## src/rtl/cpu_pkg.sv

```systemverilog
// Shared definitions for the instruction issue unit: encodings, the
// legality check and the issue FSM state type.
package cpu_pkg;

  localparam int INSTR_W = 16;

  localparam logic [2:0] OPC_MOV = 3'b110;
  localparam logic [2:0] OPC_ALU = 3'b101;
  localparam logic [1:0] OP_IMM  = 2'b10;
  localparam logic [1:0] OP_REG  = 2'b00;

  typedef enum logic [1:0] {
    IDLE  = 2'd0,
    START = 2'd1,
    EXEC  = 2'd2,
    HALT  = 2'd3
  } issue_state_t;

  // MOV supports only the immediate and register forms; every ALU op is legal.
  function automatic logic is_legal_instr(input logic [INSTR_W-1:0] instr);
    logic [2:0] opc;
    logic [1:0] op;
    logic       legal;
    opc   = instr[15:13];
    op    = instr[12:11];
    legal = 1'b0;
    if (opc == OPC_ALU) begin
      legal = 1'b1;
    end else if (opc == OPC_MOV) begin
      legal = (op == OP_IMM) || (op == OP_REG);
    end
    return legal;
  endfunction

endpackage

```

## src/rtl/instr_fifo.sv

```systemverilog
// Circular instruction buffer. DEPTH must be a power of two so the
// read/write pointers wrap by plain overflow. Push is ignored when full,
// pop is ignored when empty; push and pop together leave the count unchanged.
module instr_fifo
  import cpu_pkg::*;
#(
  parameter  int DEPTH = 4,
  localparam int AW    = $clog2(DEPTH),
  localparam int CNTW  = $clog2(DEPTH) + 1
) (
  input  logic               i_clk,
  input  logic               i_rst_n,
  input  logic               i_push,
  input  logic [INSTR_W-1:0] i_wdata,
  input  logic               i_pop,
  output logic [INSTR_W-1:0] o_rdata,
  output logic [CNTW-1:0]    o_count,
  output logic               o_full,
  output logic               o_empty
);

  logic [INSTR_W-1:0] r_mem [DEPTH];
  logic [AW-1:0]      r_wptr;
  logic [AW-1:0]      r_rptr;
  logic [CNTW-1:0]    r_count;
  logic               w_push;
  logic               w_pop;

  assign o_full  = (r_count == CNTW'(DEPTH));
  assign o_empty = (r_count == '0);
  assign o_count = r_count;
  assign o_rdata = r_mem[r_rptr];
  assign w_push  = i_push && !o_full;
  assign w_pop   = i_pop && !o_empty;

  // Storage array: written at the write pointer, no reset needed.
  always_ff @(posedge i_clk) begin
    if (w_push) begin
      r_mem[r_wptr] <= i_wdata;
    end
  end

  // Pointer and occupancy bookkeeping.
  always_ff @(posedge i_clk or negedge i_rst_n) begin
    if (!i_rst_n) begin
      r_wptr  <= '0;
      r_rptr  <= '0;
      r_count <= '0;
    end else begin
      if (w_push) r_wptr <= r_wptr + AW'(1);
      if (w_pop)  r_rptr <= r_rptr + AW'(1);
      case ({w_push, w_pop})
        2'b10:   r_count <= r_count + CNTW'(1);
        2'b01:   r_count <= r_count - CNTW'(1);
        default: r_count <= r_count;
      endcase
    end
  end

endmodule

```

## src/rtl/instr_issue_unit.sv

```systemverilog
// Issues buffered instructions to the controller over the s/w start
// handshake. Handshake: the unit raises s while in START; the controller
// accepts by dropping w (s falls the next cycle) and retires by raising
// w again. Illegal encodings are popped and discarded without issue.
module instr_issue_unit
  import cpu_pkg::*;
#(
  parameter  int DEPTH   = 4,
  parameter  int CW      = 8,
  parameter  int TIMEOUT = 16,
  localparam int CNTW    = $clog2(DEPTH) + 1,
  localparam int TW      = $clog2(TIMEOUT + 1)
) (
  input  logic               clk,
  input  logic               reset,
  input  logic               in_valid,
  output logic               in_ready,
  input  logic [INSTR_W-1:0] in_instr,
  input  logic               w,
  output logic               s,
  output logic [INSTR_W-1:0] instr,
  output logic [2:0]         opcode,
  output logic [1:0]         op,
  output logic [CNTW-1:0]    fifo_cnt,
  output logic [CW-1:0]      retired,
  output logic [CW-1:0]      dropped,
  output logic               illegal,
  output logic               err,
  output logic [1:0]         state_dbg
);

  issue_state_t       r_state;
  issue_state_t       w_next;
  logic [INSTR_W-1:0] r_ir;
  logic [TW-1:0]      r_tmo;
  logic [CW-1:0]      r_retired;
  logic [CW-1:0]      r_dropped;
  logic               r_err;
  logic [INSTR_W-1:0] w_head;
  logic               w_empty;
  logic               w_full;
  logic               w_pop;
  logic               w_head_legal;
  logic               w_tmo_hit;

  instr_fifo #(.DEPTH(DEPTH)) u_fifo (
    .i_clk   (clk),
    .i_rst_n (reset),
    .i_push  (in_valid),
    .i_wdata (in_instr),
    .i_pop   (w_pop),
    .o_rdata (w_head),
    .o_count (fifo_cnt),
    .o_full  (w_full),
    .o_empty (w_empty)
  );

  assign w_head_legal = is_legal_instr(w_head);
  // The TIMEOUT-th consecutive START cycle with w still high trips the error.
  assign w_tmo_hit    = (r_tmo == TW'(TIMEOUT - 1));

  assign in_ready  = !w_full;
  assign instr     = r_ir;
  assign opcode    = r_ir[15:13];
  assign op        = r_ir[12:11];
  assign retired   = r_retired;
  assign dropped   = r_dropped;
  assign err       = r_err;
  assign state_dbg = r_state;

  // FSM state register.
  always_ff @(posedge clk or negedge reset) begin
    if (!reset) r_state <= IDLE;
    else        r_state <= w_next;
  end

  // FSM next-state logic.
  always_comb begin
    w_next = r_state;
    case (r_state)
      IDLE:    if (w_pop && w_head_legal) w_next = START;
      START:   if (!w) w_next = EXEC;
               else if (w_tmo_hit) w_next = HALT;
      EXEC:    if (w) w_next = IDLE;
      HALT:    w_next = HALT;
      default: w_next = IDLE;
    endcase
  end

  // FSM outputs: start request, FIFO pop and the drop pulse.
  always_comb begin
    s       = 1'b0;
    w_pop   = 1'b0;
    illegal = 1'b0;
    case (r_state)
      IDLE: begin
        w_pop   = !w_empty && w;
        illegal = !w_empty && w && !w_head_legal;
      end
      START:   s = 1'b1;
      default: s = 1'b0;
    endcase
  end

  // Instruction register: loads only on a legal pop, so it holds through retire.
  always_ff @(posedge clk or negedge reset) begin
    if (!reset)                     r_ir <= '0;
    else if (w_pop && w_head_legal) r_ir <= w_head;
  end

  // Timeout counter (zero outside START) and sticky error flag.
  always_ff @(posedge clk or negedge reset) begin
    if (!reset) begin
      r_tmo <= '0;
      r_err <= 1'b0;
    end else if (r_state != START) begin
      r_tmo <= '0;
    end else if (w) begin
      r_tmo <= r_tmo + TW'(1);
      if (w_tmo_hit) r_err <= 1'b1;
    end
  end

  // Saturating retired/dropped statistics.
  always_ff @(posedge clk or negedge reset) begin
    if (!reset) begin
      r_retired <= '0;
      r_dropped <= '0;
    end else begin
      if ((r_state == EXEC) && w && !(&r_retired)) r_retired <= r_retired + CW'(1);
      if (illegal && !(&r_dropped))                r_dropped <= r_dropped + CW'(1);
    end
  end

endmodule
```

## config.mk

```make
export PLATFORM = sky130hd
export DESIGN_NAME = instr_issue_unit
export DESIGN_NICKNAME = d
export VERILOG_FILES = /design/src/rtl/cpu_pkg.sv /design/src/rtl/instr_fifo.sv /design/src/rtl/instr_issue_unit.sv
export SDC_FILE = /design/constraint.sdc
export NUM_CORES = 1
export LEC_CHECK = 0
export ABC_AREA = 0
export CAP_MARGIN = 20
export CORE_MARGIN = 2
export CORE_UTILIZATION = 49
export CTS_CLUSTER_SIZE = 14
export DETAILED_ROUTE_END_ITERATION = 10
export GPL_TIMING_DRIVEN = 0
export MAX_ROUTING_LAYER = met4
export PLACE_DENSITY = 0.73
export RECOVER_POWER = 50
export SLEW_MARGIN = 20
export SYNTH_ARGS = -nofsm -noshare
export SYNTH_HDL_FRONTEND = slang
export SYNTH_SLANG_ARGS = --single-unit
```

## constraint.sdc

```tcl
create_clock -name clk -period 2.55 [get_ports clk]
set_clock_uncertainty 0.2 [all_clocks]
set_input_delay 0.255 -clock clk [delete_from_list [all_inputs] [get_ports clk]]
set_output_delay 0.255 -clock clk [all_outputs]
set_load 0.01 [all_outputs]
```

==> results.ini <==
[yosys]
synth_nets=292
synthTopCellsByCount=edfxtp_1 (64), dfrtp_1 (47), xnor2_1 (13)
synth_cell_types=42
ys_async_sr_fraction=0.4234
synth.most_common_cell=edfxtp_1
syn_avg_cell_area_um2=17.34
ys_ff_latch=111
synth_seq_area_share=0.6821
synth_warnings=0
synth_edf_count=64
ys.flop_type=edfxtp_1
netlist_instances=262
yosysTopAreaCellShare=0.4231
yosys-top-cells-area=edfxtp_1 (42%), dfrtp_1 (26%), mux4_2 (5.5%)
synth_largest_area_cell=edfxtp_1
syn_area_um2=4542

[power]
ir_drop_v=0.0005136
p_total_mw=6.016
p_leak_nw=2.191
p_per_area_nw_per_um2=1079

[placement]
io_buffers=65
place_congestion=0.7397
dp_hpwl_mm=5.172
place_area_um2=5346

[setup_path]
ff2ff_setup_slack_ns=0.1
r2r_end=u_fifo.o_count[2]
setup.worst_path.end_class=flop
crit_required_ns=2.65
path_class=flop to flop
cp-start-kind=flop
worstPathArrival_ns=2.55
r2r_cells=9
r2r_start=state_dbg[1]
crit_fanout=10

[drt]
drcViolationCount=0
dr.pass1.iters=4
route.final.wire_length_mm=7.624
num_vias=2440
final_antenna_net_count=0
vias_per_cell=5.316
drt_iter0_drc=81
routedWlPerCell_um=16.61

[cells_and_area]
drive_above_1_share=0.1810
multi_input_area_um2=1330
final_area_um2=5577
nNetsFinal=373
regArea_um2=3098
n_fill_cell=695
antennaDiodeCount=0
syn_to_final_growth_pct=22.78

[floorplanning]
rows=35
dieWidth_um=100.3
die-area_um2=10060
ioPinCount=66
core-area_um2=9109
die_h_um=100.3
start_util=0.4986

[worst_hold_path]
hold_class=flop to flop
hold_start=err
holdPathEnd=err
hold_path_depth=1

[clock_network]
numCtsBuffers=9
clock_latency_ns=0.38
clk_pin_slew_ns=0.12
cts_buffer_depth=2
htreeDepth=3
clock-sinks=111
cts_tree=yes
cts-root-buf=clkbuf_8

[global_routing]
grt_pass1_vias=2419
grt_pass1_wl_mm=12.09
gr-total-overflow=0
track_usage=0.1659
antenna_found_initial=0
grt_max_degree=25

[timing]
period_minus_slack_ns=2.451
hold_viol=0
worst_slew_pin_slew_ns=1.339
setup_viol=0
slew_headroom=0.1071
drv_slew=0
rsz0062_at_grt=yes
finalCritPeriodShare=0.9611
max_freq_ghz=0.4080

[job]
cap_violations=0

[status]
status=finished clean

==> placed cells by master (no fill, tap or decap), types with 4 or more instances in the layout <==
cell type and count:
and3_1 12, buf_4 9, clkbuf_1 4, clkbuf_8 9, clkdlybuf4s50_1 35, dfrtp_1 47
dlygate4sd3_1 29, edfxtp_1 64, ha_1 9, inv_1 8, mux2_2 10, mux2_4 6
mux4_1 5, mux4_2 11, nand2_1 5, nand2b_1 4, nand3_1 4, nand4_1 7
nor2_1 7, xnor2_1 13, xor2_1 8
==> where the power goes <==
part	switching [mW]	internal [mW]	total (mW)
combinational	0.981	1.28	2.26
clock	0.666	0.393	1.06
sequential	0.292	2.40	2.70
total	1.94	4.08	6.02
==> sequential cells by signal (all words and copies together) (netlist names), 2 cells and up <==
register	cells
u_fifo.o_count	3
u_fifo.r_mem	64
r_tmo	5
u_fifo.r_wptr	2
retired	8
dropped	8
instr	16
u_fifo.r_rptr	2
state_dbg	2
==> per-layer routing <==
layer / share of wire / GRT usage / wire length, um
met5: 0 / - / 0
met2: 0.50 / 0.2700 / 3778
met3: 0.033 / 0.03203 / 252
met4: 0.018 / 0.06322 / 136
met1: 0.45 / 0.2082 / 3458
==> cell type report <==
class                   instances  area share
flip-flops and latches        111      0.5555
repair buffers                 71      0.1221
plain buffers                  12     0.01705
clock buffers                   9     0.02221
clock inverters                 7     0.01436
multi-input cells             130      0.2385
well taps                     111     0.02490
inverters                       8    0.005385
==> critical path: stages, from the launching register on <==
cell	delay [ns]
dfrtp_1	0.44
nand2b_1	0.20
nor3_2	0.22
buf_4	0.25
ha_1	0.20
inv_1	0.07
fa_1	0.38
xor2_1	0.15
nor2_1	0.11
xor2_1	0.15
==> cell families after synthesis <==
logic type,count (synthesis),synth area share
xor+xnor,21,0.04050
compound gates,12,0.01901
mux,35,0.1350
buf+inv,21,0.02727
fa+ha+maj,10,0.02920
simple gates,52,0.06694
flops,111,0.6821
==> how the worst max path moves through the flow <==
stage,slack [ns],from,end
2_1_floorplan,0.18,state_dbg[1],u_fifo.o_count[2]
3_3_place_gp,-0.47,w,u_fifo.o_count[2]
3_5_place_dp,-0.51,w,u_fifo.o_count[2]
4_1_cts,0.06,state_dbg[1],u_fifo.o_count[2]
5_1_grt,-0.01,u_fifo.r_rptr[0],illegal
6_report,0.1,state_dbg[1],u_fifo.o_count[2]
==> timing repair <==
| action | 4_1_cts | 5_1_grt |
|---|---|---|
| endpoints found under the hold margin | 23 | 0 |
| gates resized for setup | 8 | 2 |
| setup buffers | 4 | 0 |
| setup endpoints to repair | 4 | 2 |
| hold buffers | 1 | 0 |
| pin swaps | 2 | 0 |
==> per-stage QoR <==
step           hold slack, ns  setup WS (ns)    util   TNS, ns  std cells
2_1_floorplan         -0.2406         0.1760       -         0        262
3_3_place_gp           0.2548        -0.4736  0.5853    -19.03        438
3_5_place_dp          0.09333        -0.5111  0.5870    -1.119        439
4_1_cts                0.2010        0.06298  0.6139         0        459
5_1_grt                0.3295       -0.01413  0.6122  -0.01413        459
6_report               0.2783        0.09915  0.6122         0        459
No activity file was read; power rests on OpenSTA's default activity.
